--- src/rtl/lc_regfile_pkg.sv ---
// Shared types and defaults for the little-computer register file.
// Optional build macro used by regfile_mp: REGFILE_BYPASS_EN.
package lc_regfile_pkg;

  typedef enum logic {RF_IDLE, RF_CLEAR} rf_state_t;

  localparam int RF_REG_WIDTH = 16;
  localparam int RF_NUM_REGS  = 8;
  localparam int RF_NUM_RD    = 3;
  localparam int RF_NUM_WR    = 2;
  localparam int RF_ZERO_REG  = 1;

  function automatic int rf_addr_w(input int n);
    return (n <= 1) ? 1 : $clog2(n);
  endfunction

endpackage

--- src/rtl/regfile_clr_seq.sv ---
// Clear sequencer: walks every register address once after reset or on request.
// The state output doubles as a debug view of the FSM.
module regfile_clr_seq
  import lc_regfile_pkg::*;
#(
  parameter int NUM_REGS = RF_NUM_REGS,
  parameter int AW       = rf_addr_w(NUM_REGS)
) (
  input  logic          clk,
  input  logic          rst,
  input  logic          clr_req,
  output rf_state_t     state,
  output logic          busy,
  output logic          clr_we,
  output logic [AW-1:0] clr_addr
);

  logic [AW-1:0] clr_idx;

  always_ff @(posedge clk) begin
    if (!rst) begin
      state   <= RF_CLEAR;
      clr_idx <= '0;
    end else begin
      case (state)
        RF_IDLE: begin
          if (clr_req) begin
            state   <= RF_CLEAR;
            clr_idx <= '0;
          end
        end
        RF_CLEAR: begin
          clr_idx <= clr_idx + AW'(1);
          if (clr_idx == AW'(NUM_REGS - 1)) state <= RF_IDLE;
        end
        default: state <= RF_IDLE;
      endcase
    end
  end

  assign busy     = (state == RF_CLEAR);
  assign clr_we   = busy;
  assign clr_addr = clr_idx;

endmodule

--- src/rtl/regfile_mp.sv ---
// Multi-port register file: async reads, sync writes, clear sweep via regfile_clr_seq.
// Define REGFILE_BYPASS_EN to forward same-cycle accepted write data to the read ports.
module regfile_mp
  import lc_regfile_pkg::*;
#(
  parameter  int REG_WIDTH = RF_REG_WIDTH,
  parameter  int NUM_REGS  = RF_NUM_REGS,
  parameter  int NUM_RD    = RF_NUM_RD,
  parameter  int NUM_WR    = RF_NUM_WR,
  parameter  int ZERO_REG  = RF_ZERO_REG,
  localparam int AW        = rf_addr_w(NUM_REGS)
) (
  input  logic                        clk,
  input  logic                        rst,
  input  logic                        clr_req,
  input  logic [NUM_RD*AW-1:0]        rd_addr,
  output logic [NUM_RD*REG_WIDTH-1:0] rd_data,
  input  logic [NUM_WR-1:0]           wr_en,
  input  logic [NUM_WR*AW-1:0]        wr_addr,
  input  logic [NUM_WR*REG_WIDTH-1:0] wr_data,
  output logic                        busy,
  output logic                        wr_drop
);

  logic [REG_WIDTH-1:0] regs [NUM_REGS];
  rf_state_t            state;
  logic                 seq_busy;
  logic                 clr_we;
  logic [AW-1:0]        clr_addr;
  logic [NUM_WR-1:0]    wr_acc;

  regfile_clr_seq #(
    .NUM_REGS (NUM_REGS),
    .AW       (AW)
  ) u_clr_seq (
    .clk      (clk),
    .rst      (rst),
    .clr_req  (clr_req),
    .state    (state),
    .busy     (seq_busy),
    .clr_we   (clr_we),
    .clr_addr (clr_addr)
  );

  assign busy = seq_busy;

  // A write is accepted only in IDLE and never to a hardwired r0.
  always_comb begin
    wr_acc = '0;
    for (int w = 0; w < NUM_WR; w++) begin
      wr_acc[w] = wr_en[w] && (state == RF_IDLE) &&
                  !((ZERO_REG != 0) && (wr_addr[w*AW +: AW] == '0));
    end
  end

  // Ascending port order makes the highest-numbered port win a same-address conflict.
  always_ff @(posedge clk) begin
    if (clr_we) begin
      regs[clr_addr] <= '0;
    end else if (rst) begin
      for (int w = 0; w < NUM_WR; w++) begin
        if (wr_acc[w]) regs[wr_addr[w*AW +: AW]] <= wr_data[w*REG_WIDTH +: REG_WIDTH];
      end
    end
  end

  always_ff @(posedge clk) begin
    if (!rst) wr_drop <= 1'b0;
    else      wr_drop <= |(wr_en & ~wr_acc);
  end

  always_comb begin
    rd_data = '0;
    for (int p = 0; p < NUM_RD; p++) begin
      logic [AW-1:0]        ra;
      logic [REG_WIDTH-1:0] rv;
      ra = rd_addr[p*AW +: AW];
      rv = regs[ra];
`ifdef REGFILE_BYPASS_EN
      for (int w = 0; w < NUM_WR; w++) begin
        if (wr_acc[w] && (wr_addr[w*AW +: AW] == ra)) rv = wr_data[w*REG_WIDTH +: REG_WIDTH];
      end
`else
`endif
      if (busy || ((ZERO_REG != 0) && (ra == '0))) rv = '0;
      rd_data[p*REG_WIDTH +: REG_WIDTH] = rv;
    end
  end

endmodule
--- config.mk ---
export PLATFORM = sky130hd
export DESIGN_NAME = regfile_mp
export DESIGN_NICKNAME = d
export VERILOG_FILES = /design/src/rtl/lc_regfile_pkg.sv /design/src/rtl/regfile_clr_seq.sv /design/src/rtl/regfile_mp.sv
export SDC_FILE = /design/constraint.sdc
export NUM_CORES = 1
export LEC_CHECK = 0
export ABC_CLOCK_PERIOD_IN_PS = 8000
export BUFFER_PORTS_ARGS = -buffer_cell sky130_fd_sc_hd__buf_2
export CORE_MARGIN = 4
export CORE_UTILIZATION = 58
export DETAILED_ROUTE_END_ITERATION = 8
export HOLD_SLACK_MARGIN = 0.06
export PLACE_DENSITY = 0.76
export SYNTH_ARGS = -nofsm -noshare
export SYNTH_HDL_FRONTEND = slang
export SYNTH_SLANG_ARGS = --single-unit
--- constraint.sdc ---
create_clock -name clk -period 8 [get_ports clk]
set_input_delay 0.4 -clock clk [delete_from_list [all_inputs] [get_ports clk]]
set_output_delay 0.4 -clock clk [all_outputs]
set_load 0.05 [all_outputs]
Word-level counts from Yosys, hierarchy flattened
Memory sizes are Yosys's and may differ from the RTL's.
Index checks and enable logic that the tools add are counted.
{ "op_classes": {"addsub": 1, "n_eq_ne": 2, "mux": 21, "bitwise_logic": 3, "n_reduce_logical": 16} }
{ "ops": {"columns": ["op", "count"], "rows": [
  ["16-bit 2-to-1 mux", 4],
  ["16-bit OR reduction", 1],
  ["3-bit logical NOT", 5],
  ["1-bit 2-to-1 mux", 13],
  ["3-bit 2-to-1 mux", 2],
  ["3-bit case mux with 2 select lines", 1],
  ["1-bit logical AND", 4],
  ["3-bit by 1-bit adder with 3-bit output, second input constant", 1],
  ["3-bit == test, second input constant", 1],
  ["1-bit logical OR", 3],
  ["2-bit AND", 1],
  ["1-bit logical NOT", 2],
  ["2-bit inequality test, second input constant", 1],
  ["2-bit inverter", 1],
  ["1-bit case mux with 2 select lines", 1],
  ["2-bit OR reduction", 1],
  ["1-bit inverter", 1]
]} }
{ "word_totals": {"register_bits": 5, "ramBits": 128, "inputBits": 52, "out_inout_bits": 50, "wordCells": 47, "mem_count": 1} }
{ "memory_table": {"columns": ["name", "words", "word_bits", "read_ports", "rd_clocked_by_memory_dff", "wr", "line_no", "text"], "rows": [
  ["regs", 8, 16, 3, 0, 2, "regfile_mp.sv:25", "logic [REG_WIDTH-1:0] regs [NUM_REGS];"]
]} }

Depth between registers and ports, before layout
{ "depth": {"depth_word": 9, "ltp_mapped": 7, "ltp_nobuf": 5} }

By module
From an unflattened synthesis, not the netlist that was laid out.
{ "hier_totals": {"hier_cells": 606, "area_unflattened_um2": 8205.4} }
{ "by_module_without_submodules": {"columns": ["mod", "n_inst", "cells_per_inst", "area_each_um2"], "rows": [
  ["regfile_mp", 1, 588, 8005.2],
  ["regfile_clr_seq", 1, 18, 200.2]
]} }

Worst setup path after synthesis
No wires, ideal clock.
{ "synth_path": {"kind": "register to register", "startpoint": "register u_clr_seq.state (netlist: u_clr_seq.busy)", "endpoint": "memory regs[6][0] (netlist name), enable pin", "setup_ns": 0.411, "arrival_time_ns": 2.694, "required_time_ns": 7.589, "setup_slack_ns": 4.895, "path_stages_with_launch": 7, "n_path_buf": 2, "path_cell_list": "dfxtp_1 -> buf_6 -> nand3b_1 -> nor2_2 -> buf_4 -> o31a_1 -> o21ai_0"} }
{ "synth_lines": {"columns": ["element", "line_no", "text"], "rows": [
  ["start: declaration", "regfile_clr_seq.sv:12", "output rf_state_t state,"],
  ["start signal: assignment", "regfile_clr_seq.sv:22", "state <= RF_CLEAR;"],
  ["start signal: assignment", "regfile_clr_seq.sv:28", "state <= RF_CLEAR;"],
  ["start signal: assignment", "regfile_clr_seq.sv:34", "if (clr_idx == AW'(NUM_REGS - 1)) state <= RF_IDLE;"],
  ["end: declaration", "regfile_mp.sv:25", null]
]} }

Final worst setup path
{ "layout_path": {"startpoint": "input port rd_addr[0]", "endpoint": "output port rd_data[5]"} }
{ "layout_via": {"elab_chain_cells": 3, "word_cells_on_any_way": 4, "cone_classes": "mux: 1; reduce/logical: 2; memory: 1"} }
{ "layout_lines": {"columns": ["element", "line_no", "text"], "rows": [
  ["start: declaration", "regfile_mp.sv:16", "input logic [NUM_RD*AW-1:0] rd_addr,"],
  ["branches (longest 2 deep; another with memory 8 x 16 bit)", null, null],
  ["16-bit 2-to-1 mux *", "regfile_mp.sv:85", "if (busy || ((ZERO_REG != 0) && (ra == '0))) rv = '0;"],
  ["end: declaration", "regfile_mp.sv:17", "output logic [NUM_RD*REG_WIDTH-1:0] rd_data,"]
]} }
Mark *: on every way between the ends.

==> impl_metrics.json <==
{
  "drive_above_1_share_pct": 40.7,
  "n_antenna_cell": 0,
  "avgSynthCellArea_um2": 11.9,
  "p_leak_nw": 3.46,
  "ant_nets": 0,
  "synth_compound_area_share_pct": 9.96,
  "ys_seq_elements": 117,
  "cts.repair.resized": 0,
  "worstReg2RegEnd": "regs[6][1]$_DFFE_PP_",
  "track_usage_pct": 29.8,
  "grt_pass1_vias": 6581,
  "grt_first_pass_wirelength_mm": 36.2,
  "wl_per_cell_um": 25.2,
  "clk_latency_ps": 410,
  "timing.fmax_mhz": 286,
  "path_delay_family": "buffers and inverters",
  "critPathKind": "input pin to primary output",
  "cts_sinks": 117,
  "seq_area_frac_synth_pct": 43.1,
  "crit_path_max_incr_delay_ps": 800,
  "worst-path-buf-inv": 4,
  "required_ps": 7600,
  "cts_hold_repair.buffers": 0,
  "rrSetupSlack_ps": 5640,
  "slew_viol_final": 0,
  "muxShareOfSynthArea_pct": 29.1,
  "ys_warn_count": 0,
  "start_kind": "input pin",
  "drv_cap": 0,
  "dieArea_um2": 15800,
  "setup_violations": 0,
  "synth_flop_cell": "edfxtp_1",
  "final_common_cell": "edfxtp_1",
  "io_buffers": 101,
  "cp_common_cell": "buf_2",
  "synthDominantCellAreaShare_pct": 41.9,
  "rsz0062_at_grt": "false",
  "ios": 102,
  "drc": 0,
  "drt_first_pass_iters": 6,
  "cp_cell_sequence": "buf_2 > inv_1 > nor2_1 > buf_4 > a221oi_1 > nor3_1 > buf_2",
  "crit_end": "rd_data[5]",
  "drt_iter0_markers": 730,
  "clock_skew_ps": 6.59,
  "htree_levels": 4,
  "worst_slew_pin_slew_ps": 1080,
  "place_inst": 906,
  "crit_path_start": "rd_addr[0]",
  "placementRows": 42,
  "drt_wl_total_mm": 23.7,
  "status": "finished, final reports clean",
  "syn_to_final_growth_pct": 14.5,
  "grt_overflow": 0,
  "tns_ps": 0,
  "grt_max_degree": 58,
  "crit_arrival_ps": 3100,
  "initial_utilization_pct": 59.9,
  "final.period_utilization_pct": 43.7,
  "p_per_area_nw_per_um2": 179,
  "synth_edf_count": 112,
  "synthAdderAreaFrac_pct": 0.312,
  "nets": 803,
  "core_um2": 13400,
  "r2r_start": "u_clr_seq.busy$_SDFF_PN1_",
  "synthXorXnorAreaFrac_pct": 0,
  "fill_cells": 939,
  "crit_cells": 7,
  "clk_pin_slew_ps": 60,
  "min_period_ps": 3500,
  "most-common-layout-cells": "edfxtp_1, mux2_2, buf_2, nand2_1, nor3_1",
  "worst_slew_margin_rel_pct": 27.7,
  "post_cts_buffers": 0,
  "synth_top_family_by_area": "multiplexers",
  "cp-end-kind": "primary output",
  "antenna_found_initial": 0,
  "cts_buffers": 17,
  "vias_per_cell": 6.89,
  "vdd_drop_max_mv": 0.175,
  "synth.largest_area_cell": "edfxtp_1",
  "ys_top_cells_by_area": "edfxtp_1, mux2_2, mux4_2, a221oi_1, nor2b_1",
  "synth_cell_types": 42,
  "clockBufferDepth": 2,
  "hold_class": "input pin to flop",
  "die_w_um": 126,
  "stdcell_count": 937,
  "fp.dieH_um": 126,
  "synth-simple-area-share_pct": 13.0,
  "root_buffer": "clkbuf_16",
  "critPathMaxFanout": 32,
  "dp_hpwl_mm": 13.8,
  "rr_worst_depth": 5,
  "synthCells": 673,
  "synth_area_um2": 8030,
  "final_hold_viol_count": 0,
  "async_reset_ff_share_pct": 0,
  "syn_nets": 727,
  "gp_routability_congestion": 0.899,
  "vias": 6456,
  "crit_path_top_delay_cell": "buf_2",
  "cts_tree": "yes"
}
[worst min-delay path: stages]
cell	delay (ps)
buf_2	110
o21ai_0	60
a21boi_0	90
[layout make-up]
| cell class | count | area, um^2 | share of cell area, % |
|---|---|---|---|
| Clock inverter | 12 | 161 | 1.76 |
| Timing Repair Buffer | 114 | 603 | 6.56 |
| Clock buffer | 19 | 433 | 4.71 |
| Tap cell | 176 | 220 | 2.40 |
| Inverter | 21 | 78.8 | 0.857 |
| Multi-Input combinational cell | 478 | 4230 | 46.0 |
| Sequential cell | 117 | 3460 | 37.7 |
[layer usage]
layer  GRT usage [%]  share of wire, %  up-vias
li1                -                 -     2780
met1            37.2                36     3133
met2            50.9                50      474
met3            6.44                11       69
met4            11.9               2.8        0
met5               0                 0        -
[cells in the mapped netlist, types with 10 or more instances]
cell type / number
a221oi_1: 45
nor2_1: 10
o21ai_0: 54
mux2_2: 109
inv_1: 21
buf_2: 16
nand2_1: 67
mux4_2: 48
nor2b_1: 50
nor3_1: 53
clkbuf_1: 31
edfxtp_1: 112
[registers in the layout (all words and copies together) (netlist names)]
register            cells
u_clr_seq.busy          1
u_clr_seq.clr_addr      3
regs                  112
wr_drop                 1
[stage by stage]
stage               cell area, um^2  hold slack, ps  setup slack [ps]  utilization, %  power (mW)
floorplan                      8030             481              4890               -       0.822
global placement               8600             516              4620            64.2       0.877
detailed placement             8600             526              4590            64.2       0.883
CTS                            9190             286              4570            68.6        1.64
global route                   9190             308              4280            68.6        1.69
finish                         9190             290              4500            68.6        1.65
[how the worst min path moves through the flow]
| stage | start | end | slack (ps) | cells past startpoint |
|---|---|---|---|---|
| floorplan | u_clr_seq.clr_addr[0]$_SDFFE_PN0P_ | u_clr_seq.clr_addr[0]$_SDFFE_PN0P_ | 480 | 2 |
| global placement | u_clr_seq.clr_addr[0]$_SDFFE_PN0P_ | u_clr_seq.clr_addr[0]$_SDFFE_PN0P_ | 520 | 2 |
| detailed placement | u_clr_seq.clr_addr[0]$_SDFFE_PN0P_ | u_clr_seq.clr_addr[0]$_SDFFE_PN0P_ | 530 | 2 |
| CTS | wr_en[0] | wr_drop$_SDFF_PN0_ | 290 | 3 |
| global route | rst | u_clr_seq.busy$_SDFF_PN1_ | 310 | 2 |
| finish | wr_en[0] | wr_drop$_SDFF_PN0_ | 290 | 3 |
[where the power goes]
group	switching (mW)	internal [mW]	total, mW
clock	0.258	0.513	0.771
combinational	0.101	0.0724	0.173
sequential	0.0158	0.688	0.704
[cell families after synthesis]
kind of cell	count (synthesis)
muxes	160
and+or+nand+nor	198
adders and majority gates	2
buffers and inverters	78
AOI/OAI and AO/OA	118
DFF	117
(Power assumes the default switching activity.)
